## src/rtl/alu_arbiter_if.sv

```systemverilog
// Bundles the request, ALU-side and response signals of the two-requester ALU arbiter.
// slave is the arbiter's view; master is the combined client/ALU/consumer view.
interface alu_arbiter_if #(
    parameter int DATA_W = 32
);
    logic [1:0]        req_valid;
    logic [1:0]        req_ready;
    logic [DATA_W-1:0] req_a0;
    logic [DATA_W-1:0] req_b0;
    logic [DATA_W-1:0] req_a1;
    logic [DATA_W-1:0] req_b1;
    logic [4:0]        req_shamt0;
    logic [4:0]        req_shamt1;
    logic [3:0]        req_ctrl0;
    logic [3:0]        req_ctrl1;

    logic [DATA_W-1:0] alu_a;
    logic [DATA_W-1:0] alu_b;
    logic [4:0]        alu_shamt;
    logic [3:0]        alu_control;
    logic [DATA_W-1:0] alu_result;
    logic              alu_zero;

    logic              rsp_valid;
    logic              rsp_ready;
    logic              rsp_id;
    logic [DATA_W-1:0] rsp_result;
    logic              rsp_zero;

    modport slave (
        input  req_valid, req_a0, req_b0, req_a1, req_b1,
        input  req_shamt0, req_shamt1, req_ctrl0, req_ctrl1,
        output req_ready,
        output alu_a, alu_b, alu_shamt, alu_control,
        input  alu_result, alu_zero,
        output rsp_valid, rsp_id, rsp_result, rsp_zero,
        input  rsp_ready
    );

    modport master (
        output req_valid, req_a0, req_b0, req_a1, req_b1,
        output req_shamt0, req_shamt1, req_ctrl0, req_ctrl1,
        input  req_ready,
        input  alu_a, alu_b, alu_shamt, alu_control,
        output alu_result, alu_zero,
        input  rsp_valid, rsp_id, rsp_result, rsp_zero,
        output rsp_ready
    );
endinterface

```

## src/rtl/alu_arbiter.sv

```systemverilog
// Round-robin arbiter/sequencer for one shared ALU: request -> response in 2 cycles, one op per 3 cycles,
// RESP holds while rsp_ready is low and req_ready stays 0 outside IDLE. ALU_ARB_FIXED_PRIO_EN: requester 0 always wins ties.
module alu_arbiter #(
    parameter int DATA_W = 32
) (
    input  logic          clk,
    input  logic          rst_n,
    alu_arbiter_if.slave  bus
);

    typedef enum logic [1:0] {
        IDLE = 2'd0,
        EXEC = 2'd1,
        RESP = 2'd2
    } state_t;

    state_t            state_q, state_d;
    logic [DATA_W-1:0] a_q, a_d;
    logic [DATA_W-1:0] b_q, b_d;
    logic [4:0]        shamt_q, shamt_d;
    logic [3:0]        ctrl_q, ctrl_d;
    logic              id_q, id_d;
    logic [DATA_W-1:0] result_q, result_d;
    logic              zero_q, zero_d;

    logic              grant_id;
    logic [1:0]        req_ready_w;
    logic              handshake;

`ifdef ALU_ARB_FIXED_PRIO_EN
    always_comb begin
        grant_id = ~bus.req_valid[0];
    end
`else
    logic last_q, last_d;

    // On a tie the requester not granted last time wins; otherwise the lone valid one.
    always_comb begin
        if (&bus.req_valid) begin
            grant_id = ~last_q;
        end else begin
            grant_id = ~bus.req_valid[0];
        end
    end

    always_comb begin
        last_d = last_q;
        if (handshake) begin
            last_d = grant_id;
        end
    end

    always_ff @(posedge clk) begin
        if (!rst_n) begin
            last_q <= 1'b1;
        end else begin
            last_q <= last_d;
        end
    end
`endif

    always_comb begin
        req_ready_w = 2'b00;
        if (rst_n && (state_q == IDLE) && (|bus.req_valid)) begin
            req_ready_w = grant_id ? 2'b10 : 2'b01;
        end
    end

    assign handshake = |(bus.req_valid & req_ready_w);

    always_comb begin
        state_d  = state_q;
        a_d      = a_q;
        b_d      = b_q;
        shamt_d  = shamt_q;
        ctrl_d   = ctrl_q;
        id_d     = id_q;
        result_d = result_q;
        zero_d   = zero_q;
        case (state_q)
            IDLE: begin
                if (handshake) begin
                    state_d = EXEC;
                    id_d    = grant_id;
                    a_d     = grant_id ? bus.req_a1     : bus.req_a0;
                    b_d     = grant_id ? bus.req_b1     : bus.req_b0;
                    shamt_d = grant_id ? bus.req_shamt1 : bus.req_shamt0;
                    ctrl_d  = grant_id ? bus.req_ctrl1  : bus.req_ctrl0;
                end
            end
            EXEC: begin
                state_d  = RESP;
                result_d = bus.alu_result;
                zero_d   = bus.alu_zero;
            end
            RESP: begin
                if (bus.rsp_ready) begin
                    state_d = IDLE;
                end
            end
            default: begin
                state_d = IDLE;
            end
        endcase
    end

    always_ff @(posedge clk) begin
        if (!rst_n) begin
            state_q  <= IDLE;
            a_q      <= '0;
            b_q      <= '0;
            shamt_q  <= '0;
            ctrl_q   <= '0;
            id_q     <= 1'b0;
            result_q <= '0;
            zero_q   <= 1'b0;
        end else begin
            state_q  <= state_d;
            a_q      <= a_d;
            b_q      <= b_d;
            shamt_q  <= shamt_d;
            ctrl_q   <= ctrl_d;
            id_q     <= id_d;
            result_q <= result_d;
            zero_q   <= zero_d;
        end
    end

    // ALU inputs are forced to 0 outside EXEC (control 0 = AND) so the ALU stays quiet.
    logic exec_w;
    assign exec_w = rst_n && (state_q == EXEC);

    assign bus.req_ready   = req_ready_w;
    assign bus.alu_a       = exec_w ? a_q     : '0;
    assign bus.alu_b       = exec_w ? b_q     : '0;
    assign bus.alu_shamt   = exec_w ? shamt_q : 5'd0;
    assign bus.alu_control = exec_w ? ctrl_q  : 4'd0;
    assign bus.rsp_valid   = rst_n && (state_q == RESP);
    assign bus.rsp_id      = id_q;
    assign bus.rsp_result  = result_q;
    assign bus.rsp_zero    = zero_q;

endmodule

```

## src/flat_wrapper.sv

```systemverilog
// flat-port wrapper written by rule: the top's interface ports become plain ports
module alu_arbiter_flat 
#(
    parameter int DATA_W = 32
)
  (clk, rst_n, bus_req_valid, bus_req_a0, bus_req_b0, bus_req_a1, bus_req_b1, bus_req_shamt0, bus_req_shamt1, bus_req_ctrl0, bus_req_ctrl1, bus_req_ready, bus_alu_a, bus_alu_b, bus_alu_shamt, bus_alu_control, bus_alu_result, bus_alu_zero, bus_rsp_valid, bus_rsp_id, bus_rsp_result, bus_rsp_zero, bus_rsp_ready);
  alu_arbiter_if #(.DATA_W(DATA_W)) bus_i ();
  input  logic clk;
  input  logic rst_n;
  input wire logic [$bits(bus_i.req_valid)-1:0] bus_req_valid;
  input wire logic [$bits(bus_i.req_a0)-1:0] bus_req_a0;
  input wire logic [$bits(bus_i.req_b0)-1:0] bus_req_b0;
  input wire logic [$bits(bus_i.req_a1)-1:0] bus_req_a1;
  input wire logic [$bits(bus_i.req_b1)-1:0] bus_req_b1;
  input wire logic [$bits(bus_i.req_shamt0)-1:0] bus_req_shamt0;
  input wire logic [$bits(bus_i.req_shamt1)-1:0] bus_req_shamt1;
  input wire logic [$bits(bus_i.req_ctrl0)-1:0] bus_req_ctrl0;
  input wire logic [$bits(bus_i.req_ctrl1)-1:0] bus_req_ctrl1;
  output wire logic [$bits(bus_i.req_ready)-1:0] bus_req_ready;
  output wire logic [$bits(bus_i.alu_a)-1:0] bus_alu_a;
  output wire logic [$bits(bus_i.alu_b)-1:0] bus_alu_b;
  output wire logic [$bits(bus_i.alu_shamt)-1:0] bus_alu_shamt;
  output wire logic [$bits(bus_i.alu_control)-1:0] bus_alu_control;
  input wire logic [$bits(bus_i.alu_result)-1:0] bus_alu_result;
  input wire logic [$bits(bus_i.alu_zero)-1:0] bus_alu_zero;
  output wire logic [$bits(bus_i.rsp_valid)-1:0] bus_rsp_valid;
  output wire logic [$bits(bus_i.rsp_id)-1:0] bus_rsp_id;
  output wire logic [$bits(bus_i.rsp_result)-1:0] bus_rsp_result;
  output wire logic [$bits(bus_i.rsp_zero)-1:0] bus_rsp_zero;
  input wire logic [$bits(bus_i.rsp_ready)-1:0] bus_rsp_ready;
  assign bus_i.req_valid = bus_req_valid;
  assign bus_i.req_a0 = bus_req_a0;
  assign bus_i.req_b0 = bus_req_b0;
  assign bus_i.req_a1 = bus_req_a1;
  assign bus_i.req_b1 = bus_req_b1;
  assign bus_i.req_shamt0 = bus_req_shamt0;
  assign bus_i.req_shamt1 = bus_req_shamt1;
  assign bus_i.req_ctrl0 = bus_req_ctrl0;
  assign bus_i.req_ctrl1 = bus_req_ctrl1;
  assign bus_req_ready = bus_i.req_ready;
  assign bus_alu_a = bus_i.alu_a;
  assign bus_alu_b = bus_i.alu_b;
  assign bus_alu_shamt = bus_i.alu_shamt;
  assign bus_alu_control = bus_i.alu_control;
  assign bus_i.alu_result = bus_alu_result;
  assign bus_i.alu_zero = bus_alu_zero;
  assign bus_rsp_valid = bus_i.rsp_valid;
  assign bus_rsp_id = bus_i.rsp_id;
  assign bus_rsp_result = bus_i.rsp_result;
  assign bus_rsp_zero = bus_i.rsp_zero;
  assign bus_i.rsp_ready = bus_rsp_ready;
  alu_arbiter #(.DATA_W(DATA_W)) u_core (.clk(clk), .rst_n(rst_n), .bus(bus_i));
endmodule
```

## config.mk

```make
export PLATFORM = sky130hd
export DESIGN_NAME = alu_arbiter_flat
export DESIGN_NICKNAME = d
export VERILOG_FILES = /design/src/rtl/alu_arbiter_if.sv /design/src/rtl/alu_arbiter.sv /design/src/flat_wrapper.sv
export SDC_FILE = /design/constraint.sdc
export NUM_CORES = 1
export LEC_CHECK = 0
export ABC_AREA = 0
export BUFFER_PORTS_ARGS = -buffer_cell sky130_fd_sc_hd__buf_2
export CAP_MARGIN = 10
export CORE_MARGIN = 2
export CORE_UTILIZATION = 38
export DETAILED_ROUTE_END_ITERATION = 7
export HOLD_SLACK_MARGIN = 0.1
export PLACE_DENSITY = 0.81
export SYNTH_ARGS = -nofsm -noshare
export SYNTH_HDL_FRONTEND = slang
export SYNTH_SLANG_ARGS = --single-unit
```

## constraint.sdc

```tcl
create_clock -name clk -period 2.2 [get_ports clk]
set_clock_uncertainty 0.05 [all_clocks]
set_input_delay 0.11 -clock clk [delete_from_list [all_inputs] [get_ports clk]]
set_output_delay 0.11 -clock clk [all_outputs]
set_load 0.02 [all_outputs]
```

==> results of run 1 <==
==> worst reg2reg max path, stage by stage (launching register included) <==
cell           delay, ns
dfxtp_1             0.37
or3b_4              0.67
nand2_1             0.17
o211ai_1            0.10
dlygate4sd3_1       0.57
==> routing by layer <==
metal  routed length, um  part of all wire (%)  vias to the layer above  track usage [%]
met1                7740                    36                     3077             28.6
met5                   0                     0                        -                0
li1                    -                     -                     3064                -
met4                1360                   6.3                        0             18.5
met3                1980                   9.2                      125             7.47
met2               10500                    49                      422             46.3
==> flip-flops by register name, indices dropped and copies added (netlist names) <==
signal	count
u_core.b_q	32
u_core.state_q	2
u_core.bus.rsp_result	32
u_core.bus.rsp_id	1
u_core.last_q	1
u_core.shamt_q	5
u_core.a_q	32
u_core.bus.rsp_zero	1
u_core.ctrl_q	4
==> worst max-delay path by stage <==
stage / from / to / depth (start not counted)
final: u_core.state_q[1] / u_core.last_q / 4
after global routing: u_core.state_q[1] / u_core.last_q / 4
after CTS: u_core.state_q[1] / u_core.last_q / 4
after detailed placement: u_core.state_q[1] / u_core.a_q[0] / 3
after global placement: u_core.state_q[1] / u_core.a_q[0] / 3
after floorplan: u_core.state_q[1] / u_core.a_q[10] / 5
==> power groups by stage <==
stage                     sequential (mW)  clock [mW]  combinational, mW
after floorplan                      2.38           0              0.680
after global placement               2.34           0               1.11
after detailed placement             2.35           0               1.12
after CTS                            2.31        1.71               1.37
after global routing                 2.34        1.78               1.53
final                                2.32        1.67               1.43
==> stage by stage <==
step           std cells  utilization, %  setup slack [ns]  power (mW)  cell area [um^2]
6_report            1206            65.3             0.172        5.41              9030
4_1_cts             1206            65.3             0.143        5.39              9030
5_1_grt             1206            65.3            0.0769        5.65              9030
3_5_place_dp        1007            49.9             0.422        3.47              6890
3_3_place_gp        1007            49.9             0.449        3.45              6890
2_1_floorplan        598               -             0.643        3.06              5370
==> kinds of logic (layout without fill, tap and decap cells) <==
logic type      Yosys count  count (layout)  synth area share, %
buf+inv                  76             504                 6.50
compound gates          110             110                 20.6
simple gates            302             302                 32.0
flops                   110             110                 41.0
==> cell usage in the layout (no fill, tap or decap), drive strengths merged <==
cell         netlist  layout
o211ai             1       1
or3              146     146
nor2b              2       2
or3b               1       1
clkbuf            54       9
a21bo              1       1
nand2             69      69
bufinv             0       1
dlygate4sd3        0     184
inv                1       3
o2111a            73      73
and2               1       1
nor2               6       6
or2                1       1
nand2b             2       2
o2bb2ai            1       1
a21boi            33      33
buf               21     304
and3b              1       1
and3              73      73
dfxtp            110     110
clkinv             0       3
a22o               1       1
==> cell type report <==
class	count	area share [%]
Multi-Input combinational cell	412	31.4
Inverter	1	0.0416
Clock inverter	6	0.776
Timing Repair Buffer	488	38.4
Clock buffer	9	2.49
Tap cell	180	2.49
Sequential cell	110	24.4
==> summary.txt, run 1 <==
Pwr
  • Peak VDD IR: 449 uV
  • Leak: 4.30 nW
  • Sw Ratio: roughly 30%
  • PD cells: 599 mW/mm^2
  • Flop pwr share: roughly 43%
  • Pint: about 3.8 mW
  • Clk pwr share: between 30% and 40%
  • Comb power frac: between 20% and 30%
  • Psw: 1.60 mW

Routing
  • Vias/cell: ~5.5
  • DRT Pass-1 Iters: 5
  • Drt initial violations: approximately 420
  • Avg WL per Cell: roughly 18 um
  • Final antenna-violating net count: 0
  • DRT Wirelength: 21.6 mm
  • Vias: between 6000 and 7000
  • DRC violations left: 0

CTS
  • Setup bufs post-CTS: 0
  • Post-cts hold buffer count: 184
  • Resize count post-CTS: 0
  • Clock-pin slew on the worst setup and hold paths: roughly 0.080 ns
  • CTS tree: built
  • Total clock sinks: 110
  • H-tree level count: 3
  • Root Buffer Master: clkbuf_16
  • Clk_lat worst skew: between 0.3 and 0.4 ns
  • Inserted Clock Buffers: 9
  • CTS max path bufs: 2

Floorplan
  • Core area: approximately 0.014 mm^2
  • Die width: between 100 and 150 um
  • Full die area: 0.0151 mm^2
  • I/O pins: around 290
  • Vert. Die Dim: approximately 120 um
  • Initial core utilization: 38.9%
  • Row Count: 43

Logic synthesis
  • Post-synthesis cell count: 598
  • Predominant post-synthesis flop cell: dfxtp_1
  • Synth Net Count: 782
  • Yosys reg bits: 110
  • Cell with the most instances after synthesis: or3_1
  • Post-synth cell types: 22
  • Syn_area_per_cell: roughly 9 um^2
  • YS warnings: 0
  • Post-Syn Area: 0.00537 mm^2
  • Synth top area cells: dfxtp_1, or3_1, o2111a_1, and3_1, nand2_1
  • Synth async-reset ratio: 0%
  • Register area share after synthesis: between 40 and 50%
  • Number of synthesized flops with an enable pin: 0
  • Post-synth top cells: or3_1, dfxtp_1, and3_1, o2111a_1, nand2_1
  • Area leader, netlist: dfxtp_1
  • Post-synth top area share: 41.0%

Global routing
  • Total GRT Usage: approximately 27%
  • Largest net degree at the start of global routing: 108
  • Initial antenna violation count: 0
  • First-pass GRT wire length: approximately 32 mm
  • Remaining global-route overflow: 0
  • Vias in the first global route: roughly 6600

Worst setup path
  • CP required: approximately 2.4 ns
  • RR Startpoint: u_core.state_q[1]
  • Crit Path Category: flop to flop
  • Worst r2r path cells: 4
  • Startpoint types: flop
  • Worst-path cell chain: or3b_4 -> nand2_1 -> o211ai_1 -> dlygate4sd3_1
  • Delay of the slowest critical-path stage: around 0.67 ns
  • Slowest stage cell, crit path: or3b_4
  • R2r endpoint: u_core.last_q
  • CP endpoint kind: flop
  • WP buf/inv: 1
  • Crit path DAT: ~2.2 ns
  • Setup slack, reg-to-reg: 0.17 ns
  • CP max FO: 75
  • Delay-heaviest family, CP: simple AND/OR/NAND/NOR gates

Cells and area
  • Fill count: 987
  • Diode count: 0
  • Footprint of the multi-input gates: 0.00284 mm^2
  • Share of cells above drive strength 1: 31.7%
  • Nets: around 1200
  • FF+latch area: about 0.0022 mm^2
  • Area Overhead vs Synth: 68.1%

Timing
  • Worst hold slack: approximately 0.12 ns
  • Fin crit share: approximately 90%
  • Fin crit period: between 2 and 2.5 ns
  • Worst-Margin Slew: 0.755 ns
  • Relative slew slack: about half
  • Final hold viol count: 0
  • Final setup violation count: 0
  • Max-slew violations: 0
  • TNS Setup: 0 ns
  • RSZ-0062 raised after global routing: no
  • F_max: ~0.5 GHz

Place
  • Port Buffer Count: roughly 290
  • Post-DP HPWL: between 10 and 15 mm
  • Global placer's final weighted congestion: 0.790

Flow run
  • Max-cap violations: 0

Worst hold path
  • Hold path startpoint: bus_req_ctrl1[0]
  • Hold endpoint: u_core.ctrl_q[0]
  • Worst min-delay path class: input pin to flop
  • WHS Path Cells: 3

Outcome
  • Status: complete, no violations
(Power assumes the default switching activity.)
==> run 2: changes to the inputs <==
PLACE_DENSITY = 0.79   (was 0.81)
SLEW_MARGIN = 10   (was default)
==> summary.txt, run 2 (synthesized netlist as in run 1, its figures left out) <==
Timing
  • Worst-Margin Slew: 0.838 ns (+0.0824 ns)
  • F_max: 0.497 GHz (+0.71%)
  • Final setup violation count: 0 (unchanged)
  • RSZ-0062 raised after global routing: no
  • Max-slew violations: 0 (unchanged)
  • Fin crit share: 91.5% (-0.65 points)
  • Fin crit period: 2.01 ns (-0.0143 ns)
  • Relative slew slack: 44.2% (-5.5 points)
  • TNS Setup: 0 ns (unchanged)
  • Worst hold slack: 0.410 ns (+0.292 ns)
  • Final hold viol count: 0 (unchanged)

CTS
  • Total clock sinks: 110 (unchanged)
  • Resize count post-CTS: 0 (unchanged)
  • H-tree level count: 3 (unchanged)
  • CTS tree: built
  • Clock-pin slew on the worst setup and hold paths: 0.07 ns (about the same)
  • Inserted Clock Buffers: 9 (unchanged)
  • Root Buffer Master: clkbuf_16
  • CTS max path bufs: 2 (unchanged)
  • Clk_lat worst skew: 0.34 ns (about the same)
  • Setup bufs post-CTS: 0 (unchanged)

Cells and area
  • Final Cell Area: 0.00907 mm^2 (+0.40%)
  • Cell Count, Final, Fillers Out: 1213 (+0.58%)
  • Commonest non-fill, non-tap cell in the layout: buf_2
  • Area Overhead vs Synth: 68.8%
  • Fill count: 1039 (+5.3%)
  • Diode count: 0 (unchanged)
  • FF+latch area: 0.00220 mm^2 (unchanged)
  • Most frequent cells in the layout: buf_2, dlygate4sd3_1, or3_1
  • Footprint of the multi-input gates: 0.00285 mm^2 (+0.31%)
  • Nets: 1212 (+0.50%)
  • Share of cells above drive strength 1: 32.0% (+0.37 points)

Routing
  • Vias: 6684 (-0.060%)
  • DRT Wirelength: 22.1 mm (+2.5%)
  • Vias/cell: 5.51 (-0.64%)
  • DRC violations left: 0 (unchanged)
  • Final antenna-violating net count: 0 (unchanged)
  • DRT Pass-1 Iters: 5 (unchanged)
  • Drt initial violations: 471 (+12%)
  • Avg WL per Cell: 18.2 um (+1.9%)

Worst setup path
  • CP endpoint kind: flop
  • CP max FO: 38 (-49%)
  • CP required: 2.38 ns (about the same)
  • Startpoint types: input pin
  • Crit Path Category: input pin to flop
  • Crit path DAT: 2.19 ns (-0.02 ns)

Global routing
  • First-pass GRT wire length: 32.3 mm (+0.43%)
  • Remaining global-route overflow: 0 (unchanged)
  • Vias in the first global route: 6575 (-0.44%)
  • Largest net degree at the start of global routing: 80 (-26%)
  • Total GRT Usage: 27.1% (+0.13 points)
  • Initial antenna violation count: 0 (unchanged)

Floorplan
  • Row Count: 43 (unchanged)
  • I/O pins: 294 (unchanged)
  • Die width: 123 um (unchanged)
  • Initial core utilization: 38.9% (unchanged)
  • Vert. Die Dim: 123 um (unchanged)
  • Full die area: 0.0151 mm^2 (unchanged)
  • Core area: 0.0138 mm^2 (unchanged)

Place
  • Global placer's final weighted congestion: 0.799 (+1.1%)
  • DP Area: 0.00692 mm^2 (+0.44%)
  • Port Buffer Count: 293 (unchanged)
  • DP Cell Count: 1011 (+0.40%)
  • Post-DP HPWL: 11.1 mm (+3.2%)

Pwr
  • Leak: 4.30 nW (+0.15%)
  • PD cells: 592 mW/mm^2 (-1.2%)
  • Peak VDD IR: 523 uV (+17%)

Outcome
  • Status: complete, no violations

Flow run
  • Max-cap violations: 0 (unchanged)

Worst hold path
  • Worst min-delay path class: flop to flop
==> run 2: metrics by stage <==
stage / power [mW] / util [%] / setup WS (ns)
after floorplan: 3.06 / - / 0.643
after global placement: 3.47 / 50.1 / 0.438
after detailed placement: 3.49 / 50.1 / 0.428
after CTS: 5.33 / 65.5 / 0.111
after global routing: 5.61 / 65.6 / 0.109
final: 5.37 / 65.6 / 0.186
==> run 2: final timing paths <==
kind | end | slack [ns] | from | cells after the start
worst max-delay path | u_core.last_q | 0.19 | bus_req_valid[0] | 6
worst min-delay path | u_core.bus.rsp_result[23] | 0.41 | u_core.bus.rsp_result[23] | 2
worst max register to register | u_core.last_q | 0.21 | u_core.state_q[1] | 4
worst min register to register | u_core.bus.rsp_result[23] | 0.41 | u_core.bus.rsp_result[23] | 2
==> run 2: cell type report <==
type | count | share of cell area, %
timing repair buffer | 493 | 38.7
multi-input combinational | 413 | 31.4
sequential | 110 | 24.3
clock buffer | 9 | 2.48
tap | 180 | 2.48
clock inverter | 7 | 0.635
inverter | 1 | 0.0414
==> run 2: per-layer routing <==
metal	track usage, %	share of wire, %
met5	0	0
met4	14.6	4.1
met3	7.01	8.6
met2	46.7	48
met1	30.5	39
==> run 2: critical path, cell delays in order <==
cell and delay [ns]:
dlygate4sd3_1 0.53, buf_2 0.15, or3b_4 0.59, nand2_1 0.14, o211ai_1 0.09, dlygate4sd3_1 0.58
==> run 2: what timing repair did <==
item | CTS | global route
hold buffers | 185 | 0
setup endpoints to repair | 0 | 1
endpoints found under the hold margin | 109 | 0
==> run 2: power breakdown <==
| part | total, mW | leakage, nW | switching (mW) | internal (mW) |
|---|---|---|---|---|
| Combinational | 1.45 | 3.26 | 0.734 | 0.721 |
| Sequential | 2.32 | 0.910 | 0.109 | 2.21 |
| Clock | 1.60 | 0.134 | 0.811 | 0.787 |
